--- src/rtl/rally_controller.sv ---
// rally_controller: game-flow FSM that serves the ball, scores wall hits, ramps speed and counts lives.
module rally_controller #(
   parameter int SERVE_TICKS    = 60,
   parameter int MISS_TICKS     = 30,
   parameter int LIVES          = 3,
   parameter int SPEED_INIT     = 1,
   parameter int SPEED_MAX      = 8,
   parameter int HITS_PER_LEVEL = 4
) (
   input  logic       clk,
   input  logic       reset,
   input  logic       tick,
   input  logic       start,
   input  logic       hit,
   input  logic       oob,
   output logic       ball_rst_n,
   output logic [4:0] speed,
   output logic [7:0] score,
   output logic [7:0] best,
   output logic [1:0] lives,
   output logic       game_over,
   output logic [2:0] state
);
   typedef enum logic [2:0] {IDLE = 3'd0, SERVE = 3'd1, PLAY = 3'd2, MISS = 3'd3, OVER = 3'd4} state_t;
   state_t st, st_n;
   logic [7:0] timer, timer_n, level, level_n, score_n, best_n;
   logic [4:0] speed_n;
   logic [1:0] lives_n;
   logic start_prev, hit_prev, start_rise, hit_rise;
   assign start_rise = start & ~start_prev;
   assign hit_rise   = hit & ~hit_prev;
   assign state      = st;
   always_comb begin
      st_n    = st;
      timer_n = timer;
      level_n = level;
      score_n = score;
      best_n  = best;
      speed_n = speed;
      lives_n = lives;
      case (st)
         IDLE, OVER: if (start_rise) begin
            st_n    = SERVE;
            timer_n = 8'(SERVE_TICKS);
            score_n = 8'd0;
            lives_n = 2'(LIVES);
            speed_n = 5'(SPEED_INIT);
            level_n = 8'd0;
         end
         SERVE: if (tick) begin
            timer_n = timer - 8'd1;
            st_n    = timer == 8'd1 ? PLAY : SERVE;
         end
         PLAY: if (oob) begin
            st_n    = MISS;
            timer_n = 8'(MISS_TICKS);
            lives_n = lives == 2'd0 ? 2'd0 : lives - 2'd1;
         end else if (hit_rise) begin
            score_n = score == 8'hff ? score : score + 8'd1;
            // level counter wraps on each speed step
            level_n = level + 8'd1 == 8'(HITS_PER_LEVEL) ? 8'd0 : level + 8'd1;
            speed_n = level + 8'd1 == 8'(HITS_PER_LEVEL) && speed < 5'(SPEED_MAX) ? speed + 5'd1 : speed;
         end
         MISS: if (tick) begin
            timer_n = timer - 8'd1;
            if (timer == 8'd1) begin
               st_n    = lives == 2'd0 ? OVER : SERVE;
               timer_n = lives == 2'd0 ? 8'd0 : 8'(SERVE_TICKS);
               best_n  = lives == 2'd0 && score > best ? score : best;
            end
         end
         default: st_n = IDLE;
      endcase
   end
   always_ff @(posedge clk) begin
      if (!reset) begin
         st         <= IDLE;
         timer      <= 8'd0;
         level      <= 8'd0;
         score      <= 8'd0;
         best       <= 8'd0;
         speed      <= 5'(SPEED_INIT);
         lives      <= 2'(LIVES);
         ball_rst_n <= 1'b0;
         game_over  <= 1'b0;
         start_prev <= 1'b0;
         hit_prev   <= 1'b0;
      end else begin
         st         <= st_n;
         timer      <= timer_n;
         level      <= level_n;
         score      <= score_n;
         best       <= best_n;
         speed      <= speed_n;
         lives      <= lives_n;
         ball_rst_n <= st_n == PLAY;
         game_over  <= st_n == OVER;
         start_prev <= start;
         hit_prev   <= hit;
      end
   end
endmodule

--- config.mk ---
export PLATFORM = sky130hd
export DESIGN_NAME = rally_controller
export DESIGN_NICKNAME = d
export VERILOG_FILES = /design/src/rtl/rally_controller.sv
export SDC_FILE = /design/constraint.sdc
export NUM_CORES = 1
export LEC_CHECK = 0
export CORE_MARGIN = 2
export CORE_UTILIZATION = 41
export CTS_BUF_LIST = sky130_fd_sc_hd__clkbuf_16
export CTS_CLUSTER_SIZE = 25
export DETAILED_ROUTE_END_ITERATION = 8
export SYNTH_ARGS = -nofsm -noshare
export SYNTH_HDL_FRONTEND = slang
export SYNTH_SLANG_ARGS = --single-unit
--- constraint.sdc ---
create_clock -name clk -period 3.3 [get_ports clk]
set_input_delay 0.495 -clock clk [delete_from_list [all_inputs] [get_ports clk]]
set_output_delay 0.495 -clock clk [all_outputs]
set_load 0.01 [all_outputs]
==> impl_results.html, run 1 <==
<table>
<tr><th>Metric</th><th>Value</th></tr>
<tr><th colspan="2">Clock network</th></tr>
<tr><td>Number of hold buffers added after cts</td><td>0</td></tr>
<tr><td>Cts bufs inserted</td><td>5</td></tr>
<tr><td>Clock sink total</td><td>46</td></tr>
<tr><td>Resized cells post-CTS</td><td>0</td></tr>
<tr><td>Clk pin slew, worst setup/hold paths</td><td>60 ps</td></tr>
<tr><td>Number of buffers between clock root and the deepest sink</td><td>2</td></tr>
<tr><td>TritonCTS clock tree</td><td>yes</td></tr>
<tr><td>Post-CTS setup-driven buffer insertion count</td><td>0</td></tr>
<tr><td>Number of levels in the clock H-tree</td><td>2</td></tr>
<tr><td>Buffer type at the clock tree root</td><td>clkbuf_16</td></tr>
<tr><td>Skew-Pair Late Insertion Delay</td><td>290 ps</td></tr>
<tr><th colspan="2">Global route</th></tr>
<tr><td>Number of antenna violations at the first check in global routing</td><td>0</td></tr>
<tr><td>Largest net degree at the start of global routing</td><td>31</td></tr>
<tr><td>Grt ovf</td><td>0</td></tr>
<tr><td>Global-route total usage across every layer</td><td>0.180</td></tr>
<tr><td>Via count of the first global-routing pass</td><td>1990</td></tr>
<tr><td>First-pass GRT wire length</td><td>9330 µm</td></tr>
<tr><th colspan="2">Synth</th></tr>
<tr><td>Flip-flop and latch count after synthesis</td><td>46</td></tr>
<tr><td>Synth cell types</td><td>54</td></tr>
<tr><td>Post-Syn Instances</td><td>293</td></tr>
<tr><td>Synthesized area per cell</td><td>8.43 µm²</td></tr>
<tr><td>Number of synthesis warnings</td><td>0</td></tr>
<tr><td>Number of synthesized flops with an enable pin</td><td>0</td></tr>
<tr><td>Fraction of the yosys area taken by sequential cells</td><td>0.373</td></tr>
<tr><td>Proportion of register bits with asynchronous set or reset after synthesis</td><td>0</td></tr>
<tr><td>Commonest register cell after synthesis</td><td>dfxtp_1</td></tr>
<tr><td>Combined area of all synthesized cells</td><td>2470 µm²</td></tr>
<tr><td>Post-Syn Nets</td><td>312</td></tr>
<tr><th colspan="2">Place</th></tr>
<tr><td>Routability-driven placement congestion ratio</td><td>0.806</td></tr>
<tr><td># port buffers</td><td>33</td></tr>
<tr><td>Post-placement setup slack</td><td>778 ps</td></tr>
<tr><td>Number of instances in the placed design</td><td>393</td></tr>
<tr><td>HPWL Detailed</td><td>4020 µm</td></tr>
<tr><th colspan="2">Min path</th></tr>
<tr><td>Origin of the worst min-delay path</td><td>best[6]$_SDFFE_PN0P_</td></tr>
<tr><td>WHS Path Cells</td><td>2</td></tr>
<tr><td>Endpoint of the worst hold-timing path</td><td>best[6]$_SDFFE_PN0P_</td></tr>
<tr><td>Hold Path Class</td><td>flip-flop to flip-flop</td></tr>
<tr><th colspan="2">Layout</th></tr>
<tr><td>Commonest non-fill, non-tap cells in the layout</td><td>dfxtp_1 (46), clkdlybuf4s50_1 (33), nand2_1 (31)</td></tr>
<tr><td>Final std cells w/o fill</td><td>401</td></tr>
<tr><td>Fraction of final layout cells sized beyond drive strength 1</td><td>0.0675</td></tr>
<tr><td>Post-route core utilization</td><td>0.511</td></tr>
<tr><td>Signed area change from the synthesized netlist to the final layout</td><td>21.7%</td></tr>
<tr><td>Number of nets in the final layout</td><td>344</td></tr>
<tr><td>Most common library cell in the layout ignoring fill and taps</td><td>dfxtp_1</td></tr>
<tr><td>Final antenna diode count</td><td>0</td></tr>
<tr><td>Fill cell instance count of the final layout</td><td>588</td></tr>
<tr><th colspan="2">Timing</th></tr>
<tr><td>Period Utilization, post-route</td><td>0.684</td></tr>
<tr><td>Final clock skew</td><td>7.27 ps</td></tr>
<tr><td>Worst rel slew slack</td><td>0.509</td></tr>
<tr><td>Setup violations, final</td><td>0</td></tr>
<tr><td>Final min period</td><td>2260 ps</td></tr>
<tr><td>Sum of negative setup slack</td><td>0 ps</td></tr>
<tr><td>Count of final max-slew check failures</td><td>0</td></tr>
<tr><td>Actual transition at the worst max-transition pin</td><td>733 ps</td></tr>
<tr><td>Final setup margin</td><td>1040 ps</td></tr>
<tr><td>Number of hold-slack violations in the final timing report</td><td>0</td></tr>
<tr><td>RSZ-0062 raised after global routing</td><td>false</td></tr>
<tr><td>Upper clock frequency limit</td><td>443 MHz</td></tr>
<tr><th colspan="2">Setup path</th></tr>
<tr><td>R2r endpoint</td><td>best[1]$_SDFFE_PN0P_</td></tr>
<tr><td>Reg2Reg Setup Slack</td><td>1070 ps</td></tr>
<tr><td>Max Fanout on Critical Path</td><td>8</td></tr>
<tr><td>Crit path kind</td><td>primary input to flip-flop</td></tr>
<tr><td>Critical R2R Launch</td><td>timer[1]$_SDFFE_PN0P_</td></tr>
<tr><td>Endpoint arrival time on the critical path</td><td>2470 ps</td></tr>
<tr><td>Number of cells on the worst reg-to-reg path</td><td>7</td></tr>
<tr><td>Nature of the critical path endpoint</td><td>flip-flop</td></tr>
<tr><td>Nature of the critical path startpoint</td><td>primary input</td></tr>
<tr><td>Data required time of the critical path</td><td>3510 ps</td></tr>
<tr><th colspan="2">Power</th></tr>
<tr><td>Total internal power</td><td>0.902 mW</td></tr>
<tr><td>Switching part of the total power</td><td>0.257</td></tr>
<tr><td>Worst VDD drop</td><td>0.000289 V</td></tr>
<tr><td>Leakage power figure</td><td>1.11 nW</td></tr>
<tr><td>Share of power burned in the clock network</td><td>0.404</td></tr>
<tr><td>PwrDens</td><td>404 nW/µm²</td></tr>
<tr><td>Portion of total power attributed to combinational logic</td><td>0.106</td></tr>
<tr><td>Flop pwr share</td><td>0.491</td></tr>
<tr><td>Net load switching power</td><td>0.312 mW</td></tr>
<tr><th colspan="2">Status</th></tr>
<tr><td>Status</td><td>finished clean</td></tr>
<tr><th colspan="2">Route</th></tr>
<tr><td>Residual DRC count</td><td>0</td></tr>
<tr><td>Length of the first detailed-routing pass in iterations</td><td>4</td></tr>
<tr><td>Via density per instance</td><td>5.37</td></tr>
<tr><td>Overall via count from detail_route</td><td>2153</td></tr>
<tr><td>Detailed-route wire length per cell</td><td>13.8 µm</td></tr>
<tr><td>Violation count after the first detailed-route iteration</td><td>97</td></tr>
<tr><td>Number of nets still failing antenna checks after routing</td><td>0</td></tr>
<tr><td>WL final</td><td>5530 µm</td></tr>
<tr><th colspan="2">Floorplan</th></tr>
<tr><td>Core area</td><td>5890 µm²</td></tr>
<tr><td>Starting utilization of the core area</td><td>0.420</td></tr>
<tr><td># rows</td><td>28</td></tr>
<tr><td>Horizontal die dimension</td><td>81.6 µm</td></tr>
<tr><td>Number of I/O pins</td><td>34</td></tr>
<tr><td>Vertical extent of the die</td><td>81.6 µm</td></tr>
<tr><td>Overall die area</td><td>6660 µm²</td></tr>
<tr><th colspan="2">Run</th></tr>
<tr><td>Max cap viols</td><td>0</td></tr>
</table>
[metrics by stage]
step | hold slack (ps) | total power [mW] | area [µm²]
3_3_place_gp | 457 | 0.735 | 2870
2_1_floorplan | 439 | 0.698 | 2470
4_1_cts | 480 | 1.23 | 3010
6_report | 478 | 1.21 | 3010
5_1_grt | 487 | 1.26 | 3010
3_5_place_dp | 470 | 0.737 | 2870
[critical path, stage by stage]
cell and delay (ps):
clkdlybuf4s50_1 450, nor3b_1 470, and2_1 390, o211ai_2 190, or3_1 330, a21oi_1 140
[sequential cells by signal, summed over array words and instances, names as in the netlist]
name / cells
score: 8
start_prev: 1
speed: 5
lives: 2
hit_prev: 1
game_over: 1
ball_rst_n: 1
best: 8
state: 3
level: 8
timer: 8
[cell families (layout without fill, tap and decap cells)]
group	after synthesis	in the layout	share of synthesized area
buffers and inverters	30	63	0.0481
multiplexers	12	12	0.0486
XOR/XNOR	7	7	0.0248
adder cells (fa/ha/maj)	13	13	0.0658
AO/OA/AOI/OAI	67	67	0.177
AND/OR/NAND/NOR	118	118	0.263
flip-flops	46	46	0.373
[synth_stat cells (all sizes together) (2+ instances only)]
library cell | count | area, µm²
dfxtp | 46 | 921
nand2 | 32 | 123
nor2 | 23 | 86.3
inv | 20 | 75.1
a21oi | 19 | 95.1
o21ai | 18 | 90.1
nand3 | 14 | 70.1
ha | 13 | 163
mux2i | 12 | 120
and3 | 7 | 45.1
clkbuf | 7 | 26.3
and2 | 6 | 40.0
a31oi | 5 | 46.3
nor3 | 5 | 25.0
a22oi | 4 | 30.0
nand2b | 4 | 25.0
nand4 | 4 | 25.0
or3 | 4 | 30.0
xor2 | 4 | 35.0
a211oi | 3 | 22.5
a21o | 3 | 22.5
and4 | 3 | 26.3
buf | 3 | 17.5
nor2b | 3 | 18.8
nor3b | 3 | 27.5
xnor2 | 3 | 26.3
a22o | 2 | 17.5
a311oi | 2 | 17.5
nand3b | 2 | 15.0
nand4b | 2 | 17.5
nor4 | 2 | 27.5
nor4b | 2 | 32.5
o211ai | 2 | 20.0
[cell type report]
| type | instances | area, µm² | share of cell area |
|---|---|---|---|
| Multi-Input combinational cell | 217 | 1430 | 0.476 |
| Sequential cell | 46 | 921 | 0.306 |
| Timing Repair Buffer | 35 | 345 | 0.115 |
| Clock buffer | 5 | 125 | 0.0416 |
| Tap cell | 75 | 93.8 | 0.0312 |
| Inverter | 20 | 75.1 | 0.0250 |
| Clock inverter | 3 | 16.3 | 0.00541 |
[worst max path at each step]
stage | startpoint | to | slack [ps] | cells after the start
after CTS | timer[0]$_SDFFE_PN0P_ | best[1]$_SDFFE_PN0P_ | 1020 | 6
after floorplan | timer[1]$_SDFFE_PN0P_ | best[0]$_SDFFE_PN0P_ | 1400 | 7
after global routing | oob | score[4]$_SDFFE_PN0P_ | 860 | 6
after global placement | oob | score[6]$_SDFFE_PN0P_ | 870 | 6
after detailed placement | hit | score[4]$_SDFFE_PN0P_ | 780 | 6
final | oob | score[4]$_SDFFE_PN0P_ | 1040 | 6
[power groups by stage]
stage	clock (mW)	sequential, mW	combinational (mW)
after floorplan	0	0.602	0.0957
after global placement	0	0.608	0.127
after detailed placement	0	0.608	0.128
after CTS	0.502	0.596	0.129
after global routing	0.521	0.598	0.143
final	0.490	0.596	0.128
[per-layer routing]
metal  track usage  up-vias  part of all wire
met1         0.245      988              0.50
met2         0.289       49              0.44
met4        0.0600        0             0.013
met3        0.0319        6             0.043
met5             0        -                 0
li1              -     1110                 -
Power figures use the tool's default switching activity.
==> inputs of run 2 (changes only) <==
==> constraint.sdc (replaced) <==
create_clock -name clk -period 2.33 [get_ports clk]
set_input_delay 0.3495 -clock clk [delete_from_list [all_inputs] [get_ports clk]]
set_output_delay 0.3495 -clock clk [all_outputs]
set_load 0.01 [all_outputs]
==> run 2 against run 1 <==
Against the previous run:
- global-route usage is 0.62 points higher
- critical path type is now flip-flop to flip-flop
- largest power group unchanged
- first-iteration DRC count is 15% lower
- die area stayed put
- cell area is 3.5% higher
- non-clock buffer count is 11 higher
- final cell count is 2.7% higher
- worst hold slack worse by 4.9 ps
- critical path depth is 1 higher
- clock skew is 3.4 ps lower
==> impl_results.html, run 2 (synthesis gave the netlist of run 1 again) <==
<table>
<tr><th>Metric</th><th>Value</th></tr>
<tr><th colspan="2">Setup path</th></tr>
<tr><td>Data required time of the critical path</td><td>2540 ps (-970 ps)</td></tr>
<tr><td>Nature of the critical path endpoint</td><td>flip-flop</td></tr>
<tr><td>R2r endpoint</td><td>best[7]$_SDFFE_PN0P_</td></tr>
<tr><td>Nature of the critical path startpoint</td><td>flip-flop</td></tr>
<tr><td>Number of cells on the worst reg-to-reg path</td><td>7 (unchanged)</td></tr>
<tr><td>Critical R2R Launch</td><td>timer[1]$_SDFFE_PN0P_</td></tr>
<tr><td>Endpoint arrival time on the critical path</td><td>2370 ps (-100 ps)</td></tr>
<tr><td>Reg2Reg Setup Slack</td><td>170 ps (-900 ps)</td></tr>
<tr><td>Max Fanout on Critical Path</td><td>8 (unchanged)</td></tr>
<tr><td>Crit path kind</td><td>flip-flop to flip-flop</td></tr>
<tr><th colspan="2">Route</th></tr>
<tr><td>Via density per instance</td><td>5.32 (-0.86%)</td></tr>
<tr><td>Violation count after the first detailed-route iteration</td><td>82 (-15%)</td></tr>
<tr><td>Number of nets still failing antenna checks after routing</td><td>0 (unchanged)</td></tr>
<tr><td>Overall via count from detail_route</td><td>2193 (+1.9%)</td></tr>
<tr><td>Detailed-route wire length per cell</td><td>13.9 µm (+0.59%)</td></tr>
<tr><td>Length of the first detailed-routing pass in iterations</td><td>4 (unchanged)</td></tr>
<tr><td>Residual DRC count</td><td>0 (unchanged)</td></tr>
<tr><td>WL final</td><td>5710 µm (+3.3%)</td></tr>
<tr><th colspan="2">Clock network</th></tr>
<tr><td>Clock sink total</td><td>46 (unchanged)</td></tr>
<tr><td>Post-CTS setup-driven buffer insertion count</td><td>0 (unchanged)</td></tr>
<tr><td>Number of hold buffers added after cts</td><td>0 (unchanged)</td></tr>
<tr><td>Skew-Pair Late Insertion Delay</td><td>280 ps (about the same)</td></tr>
<tr><td>TritonCTS clock tree</td><td>yes</td></tr>
<tr><td>Cts bufs inserted</td><td>5 (unchanged)</td></tr>
<tr><td>Number of buffers between clock root and the deepest sink</td><td>2 (unchanged)</td></tr>
<tr><td>Clk pin slew, worst setup/hold paths</td><td>60 ps (about the same)</td></tr>
<tr><td>Resized cells post-CTS</td><td>0 (unchanged)</td></tr>
<tr><td>Buffer type at the clock tree root</td><td>clkbuf_16</td></tr>
<tr><td>Number of levels in the clock H-tree</td><td>2 (unchanged)</td></tr>
<tr><th colspan="2">Global route</th></tr>
<tr><td>Largest net degree at the start of global routing</td><td>27 (-13%)</td></tr>
<tr><td>Grt ovf</td><td>0 (unchanged)</td></tr>
<tr><td>First-pass GRT wire length</td><td>9720 µm (+4.2%)</td></tr>
<tr><td>Number of antenna violations at the first check in global routing</td><td>0 (unchanged)</td></tr>
<tr><td>Global-route total usage across every layer</td><td>0.186 (+0.00624)</td></tr>
<tr><td>Via count of the first global-routing pass</td><td>2047 (+2.9%)</td></tr>
<tr><th colspan="2">Min path</th></tr>
<tr><td>WHS Path Cells</td><td>2 (unchanged)</td></tr>
<tr><td>Hold Path Class</td><td>flip-flop to flip-flop</td></tr>
<tr><td>Origin of the worst min-delay path</td><td>best[2]$_SDFFE_PN0P_</td></tr>
<tr><td>Endpoint of the worst hold-timing path</td><td>best[2]$_SDFFE_PN0P_</td></tr>
<tr><th colspan="2">Power</th></tr>
<tr><td>Leakage power figure</td><td>1.19 nW (+6.9%)</td></tr>
<tr><td>Portion of total power attributed to combinational logic</td><td>0.108 (+0.002)</td></tr>
<tr><td>Share of power burned in the clock network</td><td>0.429 (+0.025)</td></tr>
<tr><td>Total internal power</td><td>1.40 mW (+55%)</td></tr>
<tr><td>Net load switching power</td><td>0.427 mW (+37%)</td></tr>
<tr><td>Worst VDD drop</td><td>0.000369 V (+28%)</td></tr>
<tr><td>Switching part of the total power</td><td>0.234 (-0.0229)</td></tr>
<tr><td>PwrDens</td><td>586 nW/µm² (+45%)</td></tr>
<tr><td>Flop pwr share</td><td>0.463 (-0.028)</td></tr>
<tr><th colspan="2">Timing</th></tr>
<tr><td>Upper clock frequency limit</td><td>462 MHz</td></tr>
<tr><td>Final clock skew</td><td>3.86 ps (-3.42 ps)</td></tr>
<tr><td>Sum of negative setup slack</td><td>0 ps (unchanged)</td></tr>
<tr><td>Worst rel slew slack</td><td>0.676 (+0.168)</td></tr>
<tr><td>Actual transition at the worst max-transition pin</td><td>485 ps (-248 ps)</td></tr>
<tr><td>Count of final max-slew check failures</td><td>0 (unchanged)</td></tr>
<tr><td>Final setup margin</td><td>167 ps (-875 ps)</td></tr>
<tr><td>Setup violations, final</td><td>0 (unchanged)</td></tr>
<tr><td>Minimum hold slack</td><td>473 ps (-4.89 ps)</td></tr>
<tr><td>Final min period</td><td>2160 ps</td></tr>
<tr><td>Number of hold-slack violations in the final timing report</td><td>0 (unchanged)</td></tr>
<tr><td>Period Utilization, post-route</td><td>0.928</td></tr>
<tr><td>RSZ-0062 raised after global routing</td><td>false</td></tr>
<tr><th colspan="2">Floorplan</th></tr>
<tr><td>Overall die area</td><td>6660 µm² (unchanged)</td></tr>
<tr><td>Vertical extent of the die</td><td>81.6 µm (unchanged)</td></tr>
<tr><td>Horizontal die dimension</td><td>81.6 µm (unchanged)</td></tr>
<tr><td>Number of I/O pins</td><td>34 (unchanged)</td></tr>
<tr><td>Core area</td><td>5890 µm² (unchanged)</td></tr>
<tr><td># rows</td><td>28 (unchanged)</td></tr>
<tr><td>Starting utilization of the core area</td><td>0.420 (unchanged)</td></tr>
<tr><th colspan="2">Layout</th></tr>
<tr><td>Final antenna diode count</td><td>0 (unchanged)</td></tr>
<tr><td>Number of nets in the final layout</td><td>355 (+3.2%)</td></tr>
<tr><td>Signed area change from the synthesized netlist to the final layout</td><td>25.9%</td></tr>
<tr><td>Fill cell instance count of the final layout</td><td>592 (+0.68%)</td></tr>
<tr><td>Flip-flop and latch area</td><td>921 µm² (unchanged)</td></tr>
<tr><td>Combined area of the multi-input logic cells</td><td>1430 µm² (unchanged)</td></tr>
<tr><td>Most common library cell in the layout ignoring fill and taps</td><td>dfxtp_1</td></tr>
<tr><td>Fraction of final layout cells sized beyond drive strength 1</td><td>0.0950 (+0.0275)</td></tr>
<tr><td>Commonest non-fill, non-tap cells in the layout</td><td>dfxtp_1 (46), clkdlybuf4s50_1 (33), nand2_1 (31)</td></tr>
<tr><th colspan="2">Place</th></tr>
<tr><td>Post-placement setup slack</td><td>139 ps (-640 ps)</td></tr>
<tr><td>HPWL Detailed</td><td>4260 µm (+6.0%)</td></tr>
<tr><td>Routability-driven placement congestion ratio</td><td>0.830 (+3.0%)</td></tr>
<tr><td># port buffers</td><td>33 (unchanged)</td></tr>
<tr><th colspan="2">Run</th></tr>
<tr><td>Max cap viols</td><td>0 (unchanged)</td></tr>
<tr><th colspan="2">Status</th></tr>
<tr><td>Status</td><td>finished clean</td></tr>
</table>
-- run 2: cell count changes in the layout (fill, tap and decap cells not counted) --
cell / previous run / this run
clkinv_1: 1 / 0
bufinv_16: 0 / 1
clkinv_2: 1 / 0
buf_4: 2 / 13
clkinvlp_4: 1 / 0
inv_1: 20 / 22
-- run 2: how the worst max path moves through the flow --
stage	from	endpoint	cells after the start
floorplan	timer[1]$_SDFFE_PN0P_	best[0]$_SDFFE_PN0P_	7
global placement	tick	best[4]$_SDFFE_PN0P_	6
detailed placement	tick	best[3]$_SDFFE_PN0P_	6
CTS	timer[1]$_SDFFE_PN0P_	best[3]$_SDFFE_PN0P_	7
global route	timer[1]$_SDFFE_PN0P_	best[7]$_SDFFE_PN0P_	7
finish	timer[1]$_SDFFE_PN0P_	best[7]$_SDFFE_PN0P_	7
-- run 2: cell type report --
cell class | count | area share
multi-input cells | 217 | 0.460
flip-flops and latches | 46 | 0.296
repair buffers | 46 | 0.138
clock buffers | 5 | 0.0402
well taps | 75 | 0.0302
inverters | 20 | 0.0241
clock inverters | 3 | 0.0121
-- run 2: critical path, stage by stage (launching register included) --
cell,delay (ps)
dfxtp_1,330
inv_1,80
ha_1,130
nor3b_1,410
nand2_2,140
or3_4,400
a31oi_4,360
mux2i_1,230
-- run 2: power by group through the flow --
stage / clock network (mW) / logic [mW] / registers, mW
floorplan: 0 / 0.136 / 0.852
global placement: 0 / 0.194 / 0.861
detailed placement: 0 / 0.196 / 0.861
CTS: 0.800 / 0.197 / 0.844
global route: 0.829 / 0.222 / 0.848
finish: 0.782 / 0.196 / 0.845
-- run 2: metrics by stage --
step / power, mW / cells / instance area [µm²] / util
floorplan: 0.988 / 293 / 2470 / -
global placement: 1.06 / 404 / 2950 / 0.501
detailed placement: 1.06 / 404 / 2950 / 0.501
CTS: 1.84 / 412 / 3110 / 0.529
global route: 1.90 / 412 / 3110 / 0.529
finish: 1.82 / 412 / 3110 / 0.529
-- run 2: metal layers --
| layer | part of all wire | track usage |
|---|---|---|
| met1 | 0.53 | 0.271 |
| met2 | 0.43 | 0.286 |
| met3 | 0.036 | 0.0297 |
| met4 | 0.0033 | 0.0500 |
| met5 | 0 | 0 |
==> inputs of run 3 (changes only) <==
==> constraint.sdc (replaced) <==
create_clock -name clk -period 2.2 [get_ports clk]
set_input_delay 0.33 -clock clk [delete_from_list [all_inputs] [get_ports clk]]
set_output_delay 0.33 -clock clk [all_outputs]
set_load 0.01 [all_outputs]
==> run 3 against run 2 <==
Against the previous run:
- via count is the same
- fmax rose by 10%
- count of clock-buffer cells in the layout is the same
- global-route usage decreased by 0.28 points
- worst hold slack improved by 2.0 ps
- critical path depth did not move
- final cell count grew 1.7%
- routed wire length increased by 1.3%
- clock power is 5.2% higher
- combinational power is 11% higher
- register-to-register slack gained 70 ps
- critical path type unchanged
- largest cell class unchanged
- largest power group unchanged
- highest routed layer unchanged
==> impl_results.html, run 3 (synthesis gave the netlist of run 1 again) <==
<table>
<tr><th>Metric</th><th>Value</th></tr>
<tr><th colspan="2">Status</th></tr>
<tr><td>Status</td><td>finished clean</td></tr>
<tr><th colspan="2">Route</th></tr>
<tr><td>Overall via count from detail_route</td><td>2193 (unchanged)</td></tr>
<tr><td>Number of nets still failing antenna checks after routing</td><td>0 (unchanged)</td></tr>
<tr><td>Violation count after the first detailed-route iteration</td><td>103 (+26%)</td></tr>
<tr><td>Length of the first detailed-routing pass in iterations</td><td>4 (unchanged)</td></tr>
<tr><td>Residual DRC count</td><td>0 (unchanged)</td></tr>
<tr><td>Via density per instance</td><td>5.23 (-1.7%)</td></tr>
<tr><td>Detailed-route wire length per cell</td><td>13.8 µm (-0.36%)</td></tr>
<tr><td>WL final</td><td>5790 µm (+1.3%)</td></tr>
<tr><th colspan="2">Timing</th></tr>
<tr><td>Final min period</td><td>1960 ps (-198 ps)</td></tr>
<tr><td>Minimum hold slack</td><td>475 ps (+2.03 ps)</td></tr>
<tr><td>Setup violations, final</td><td>0 (unchanged)</td></tr>
<tr><td>Worst rel slew slack</td><td>0.661 (-0.0149)</td></tr>
<tr><td>Count of final max-slew check failures</td><td>0 (unchanged)</td></tr>
<tr><td>Sum of negative setup slack</td><td>0 ps (unchanged)</td></tr>
<tr><td>Final setup margin</td><td>236 ps (+68.2 ps)</td></tr>
<tr><td>Number of hold-slack violations in the final timing report</td><td>0 (unchanged)</td></tr>
<tr><td>Period Utilization, post-route</td><td>0.893 (-0.0353)</td></tr>
<tr><td>Final clock skew</td><td>3.04 ps (-0.820 ps)</td></tr>
<tr><td>Actual transition at the worst max-transition pin</td><td>507 ps (+22.3 ps)</td></tr>
<tr><td>Upper clock frequency limit</td><td>509 MHz (+10%)</td></tr>
<tr><td>RSZ-0062 raised after global routing</td><td>false</td></tr>
<tr><th colspan="2">Clock network</th></tr>
<tr><td>Skew-Pair Late Insertion Delay</td><td>280 ps (about the same)</td></tr>
<tr><td>Buffer type at the clock tree root</td><td>clkbuf_16</td></tr>
<tr><td>Number of buffers between clock root and the deepest sink</td><td>2 (unchanged)</td></tr>
<tr><td>Number of hold buffers added after cts</td><td>0 (unchanged)</td></tr>
<tr><td>Post-CTS setup-driven buffer insertion count</td><td>0 (unchanged)</td></tr>
<tr><td>TritonCTS clock tree</td><td>yes</td></tr>
<tr><td>Clk pin slew, worst setup/hold paths</td><td>60 ps (about the same)</td></tr>
<tr><td>Clock sink total</td><td>46 (unchanged)</td></tr>
<tr><td>Cts bufs inserted</td><td>5 (unchanged)</td></tr>
<tr><td>Number of levels in the clock H-tree</td><td>2 (unchanged)</td></tr>
<tr><th colspan="2">Layout</th></tr>
<tr><td>Final antenna diode count</td><td>0 (unchanged)</td></tr>
<tr><td>Commonest non-fill, non-tap cells in the layout</td><td>dfxtp_1 (46), clkdlybuf4s50_1 (33), nand2_1 (31)</td></tr>
<tr><td>Signed area change from the synthesized netlist to the final layout</td><td>28.3%</td></tr>
<tr><td>Fraction of final layout cells sized beyond drive strength 1</td><td>0.116 (+0.0213)</td></tr>
<tr><td>Final std cells w/o fill</td><td>419 (+1.7%)</td></tr>
<tr><td>Number of nets in the final layout</td><td>362 (+2.0%)</td></tr>
<tr><td>Final non-filler cell area</td><td>3170 µm² (+1.8%)</td></tr>
<tr><td>Post-route core utilization</td><td>0.538 (+0.00978)</td></tr>
<tr><td>Most common library cell in the layout ignoring fill and taps</td><td>dfxtp_1</td></tr>
<tr><th colspan="2">Setup path</th></tr>
<tr><td>Crit path buf inv count</td><td>1 (unchanged)</td></tr>
<tr><td>Critical R2R Launch</td><td>score[0]$_SDFFE_PN0P_</td></tr>
<tr><td>Data required time of the critical path</td><td>2410 ps (-130 ps)</td></tr>
<tr><td>Standard cell with the maximum stage delay on the critical path</td><td>dfxtp_1</td></tr>
<tr><td>Cell family with most CP delay</td><td>simple AND/OR/NAND/NOR gates</td></tr>
<tr><td>Reg2Reg Setup Slack</td><td>240 ps (+70 ps)</td></tr>
<tr><td>Nature of the critical path startpoint</td><td>flip-flop</td></tr>
<tr><td>Crit path kind</td><td>flip-flop to flip-flop</td></tr>
<tr><td>Nature of the critical path endpoint</td><td>flip-flop</td></tr>
<tr><td>R2r endpoint</td><td>best[3]$_SDFFE_PN0P_</td></tr>
<tr><td>Largest stage delay on the critical path</td><td>430 ps (+20 ps)</td></tr>
<tr><td>Number of cells on the worst reg-to-reg path</td><td>7 (unchanged)</td></tr>
<tr><td>Max Fanout on Critical Path</td><td>8 (unchanged)</td></tr>
<tr><td>Cells traversed along the worst timing path</td><td>inv_1 &gt; ha_1 &gt; nand4_1 &gt; nor2_1 &gt; or3_4 &gt; a31oi_4 &gt; mux2i_1</td></tr>
<tr><td>Endpoint arrival time on the critical path</td><td>2180 ps (-190 ps)</td></tr>
<tr><th colspan="2">Floorplan</th></tr>
<tr><td>Starting utilization of the core area</td><td>0.420 (unchanged)</td></tr>
<tr><td>Horizontal die dimension</td><td>81.6 µm (unchanged)</td></tr>
<tr><td>Core area</td><td>5890 µm² (unchanged)</td></tr>
<tr><td>Vertical extent of the die</td><td>81.6 µm (unchanged)</td></tr>
<tr><td>Number of I/O pins</td><td>34 (unchanged)</td></tr>
<tr><td># rows</td><td>28 (unchanged)</td></tr>
<tr><td>Overall die area</td><td>6660 µm² (unchanged)</td></tr>
<tr><th colspan="2">Power</th></tr>
<tr><td>Share of power burned in the clock network</td><td>0.426 (-0.003)</td></tr>
<tr><td>PwrDens</td><td>610 nW/µm² (+4.2%)</td></tr>
<tr><td>Flop pwr share</td><td>0.462 (about the same)</td></tr>
<tr><td>Worst VDD drop</td><td>0.000328 V (-11%)</td></tr>
<tr><td>Leakage power figure</td><td>1.23 nW (+3.2%)</td></tr>
<tr><td>Portion of total power attributed to combinational logic</td><td>0.112 (+0.004)</td></tr>
<tr><td>Total internal power</td><td>1.48 mW (+6.3%)</td></tr>
<tr><td>Overall Power</td><td>1.93 mW (+6.1%)</td></tr>
<tr><td>Switching part of the total power</td><td>0.233 (-0.00152)</td></tr>
<tr><td>Net load switching power</td><td>0.450 mW (+5.4%)</td></tr>
<tr><th colspan="2">Place</th></tr>
<tr><td># port buffers</td><td>33 (unchanged)</td></tr>
<tr><td>Area after detailed placement</td><td>3000 µm² (+1.8%)</td></tr>
<tr><td>Number of instances in the placed design</td><td>411 (+1.7%)</td></tr>
<tr><td>Routability-driven placement congestion ratio</td><td>0.813 (-2.1%)</td></tr>
<tr><td>Post-placement setup slack</td><td>109 ps (-29.7 ps)</td></tr>
<tr><td>HPWL Detailed</td><td>4320 µm (+1.4%)</td></tr>
<tr><th colspan="2">Global route</th></tr>
<tr><td>Global-route total usage across every layer</td><td>0.184 (-0.00278)</td></tr>
<tr><td>Number of antenna violations at the first check in global routing</td><td>0 (unchanged)</td></tr>
<tr><td>Via count of the first global-routing pass</td><td>1940 (-5.2%)</td></tr>
<tr><td>First-pass GRT wire length</td><td>9450 µm (-2.8%)</td></tr>
<tr><td>Grt ovf</td><td>0 (unchanged)</td></tr>
<tr><td>Largest net degree at the start of global routing</td><td>22 (-19%)</td></tr>
<tr><th colspan="2">Min path</th></tr>
<tr><td>Endpoint of the worst hold-timing path</td><td>best[4]$_SDFFE_PN0P_</td></tr>
<tr><td>WHS Path Cells</td><td>2 (unchanged)</td></tr>
<tr><td>Origin of the worst min-delay path</td><td>best[4]$_SDFFE_PN0P_</td></tr>
<tr><td>Hold Path Class</td><td>flip-flop to flip-flop</td></tr>
<tr><th colspan="2">Run</th></tr>
<tr><td>Max cap viols</td><td>0 (unchanged)</td></tr>
</table>
## run 3: repair_timing
action / 4_1_cts / 5_1_grt
endpoints found under the hold margin: 0 / 0
setup endpoints to repair: 0 / 8
gates resized for setup: 0 / 1
## run 3: worst max-delay path by stage
stage                           endpoint                  start  depth (start not counted)
floorplan           best[0]$_SDFFE_PN0P_  timer[1]$_SDFFE_PN0P_                          7
global placement    best[7]$_SDFFE_PN0P_                   tick                          6
detailed placement  best[3]$_SDFFE_PN0P_  timer[1]$_SDFFE_PN0P_                          7
CTS                 best[4]$_SDFFE_PN0P_  timer[1]$_SDFFE_PN0P_                          7
global route        best[3]$_SDFFE_PN0P_  timer[1]$_SDFFE_PN0P_                          7
finish              best[3]$_SDFFE_PN0P_  score[0]$_SDFFE_PN0P_                          7
## run 3: cell type report
cell class | instances | area [µm²]
sequential | 46 | 921
inverter | 20 | 75.1
clock inverter | 3 | 37.5
multi-input combinational | 217 | 1440
fill | 582 | 2720
tap | 75 | 93.8
timing repair buffer | 53 | 480
clock buffer | 5 | 125
## run 3: power groups by stage
stage	sequential (mW)	clock, mW	combinational [mW]
after global placement	0.910	0	0.217
final	0.894	0.823	0.217
after floorplan	0.903	0	0.144
after detailed placement	0.909	0	0.217
after global routing	0.897	0.887	0.245
after CTS	0.891	0.848	0.217
## run 3: per-layer routing
| layer | vias to the layer above | track usage | part of all wire |
|---|---|---|---|
| li1 | 1139 | - | - |
| met1 | 1002 | 0.263 | 0.51 |
| met2 | 48 | 0.286 | 0.45 |
| met3 | 4 | 0.0330 | 0.041 |
| met4 | 0 | 0.0450 | 0.0069 |
| met5 | - | 0 | 0 |
## run 3: worst reg2reg max path, cell delays in order, from the launching register on
cell	delay, ps
dfxtp_1	430
inv_1	90
ha_1	300
nand4_1	70
nor2_1	40
or3_4	390
a31oi_4	350
mux2i_1	220
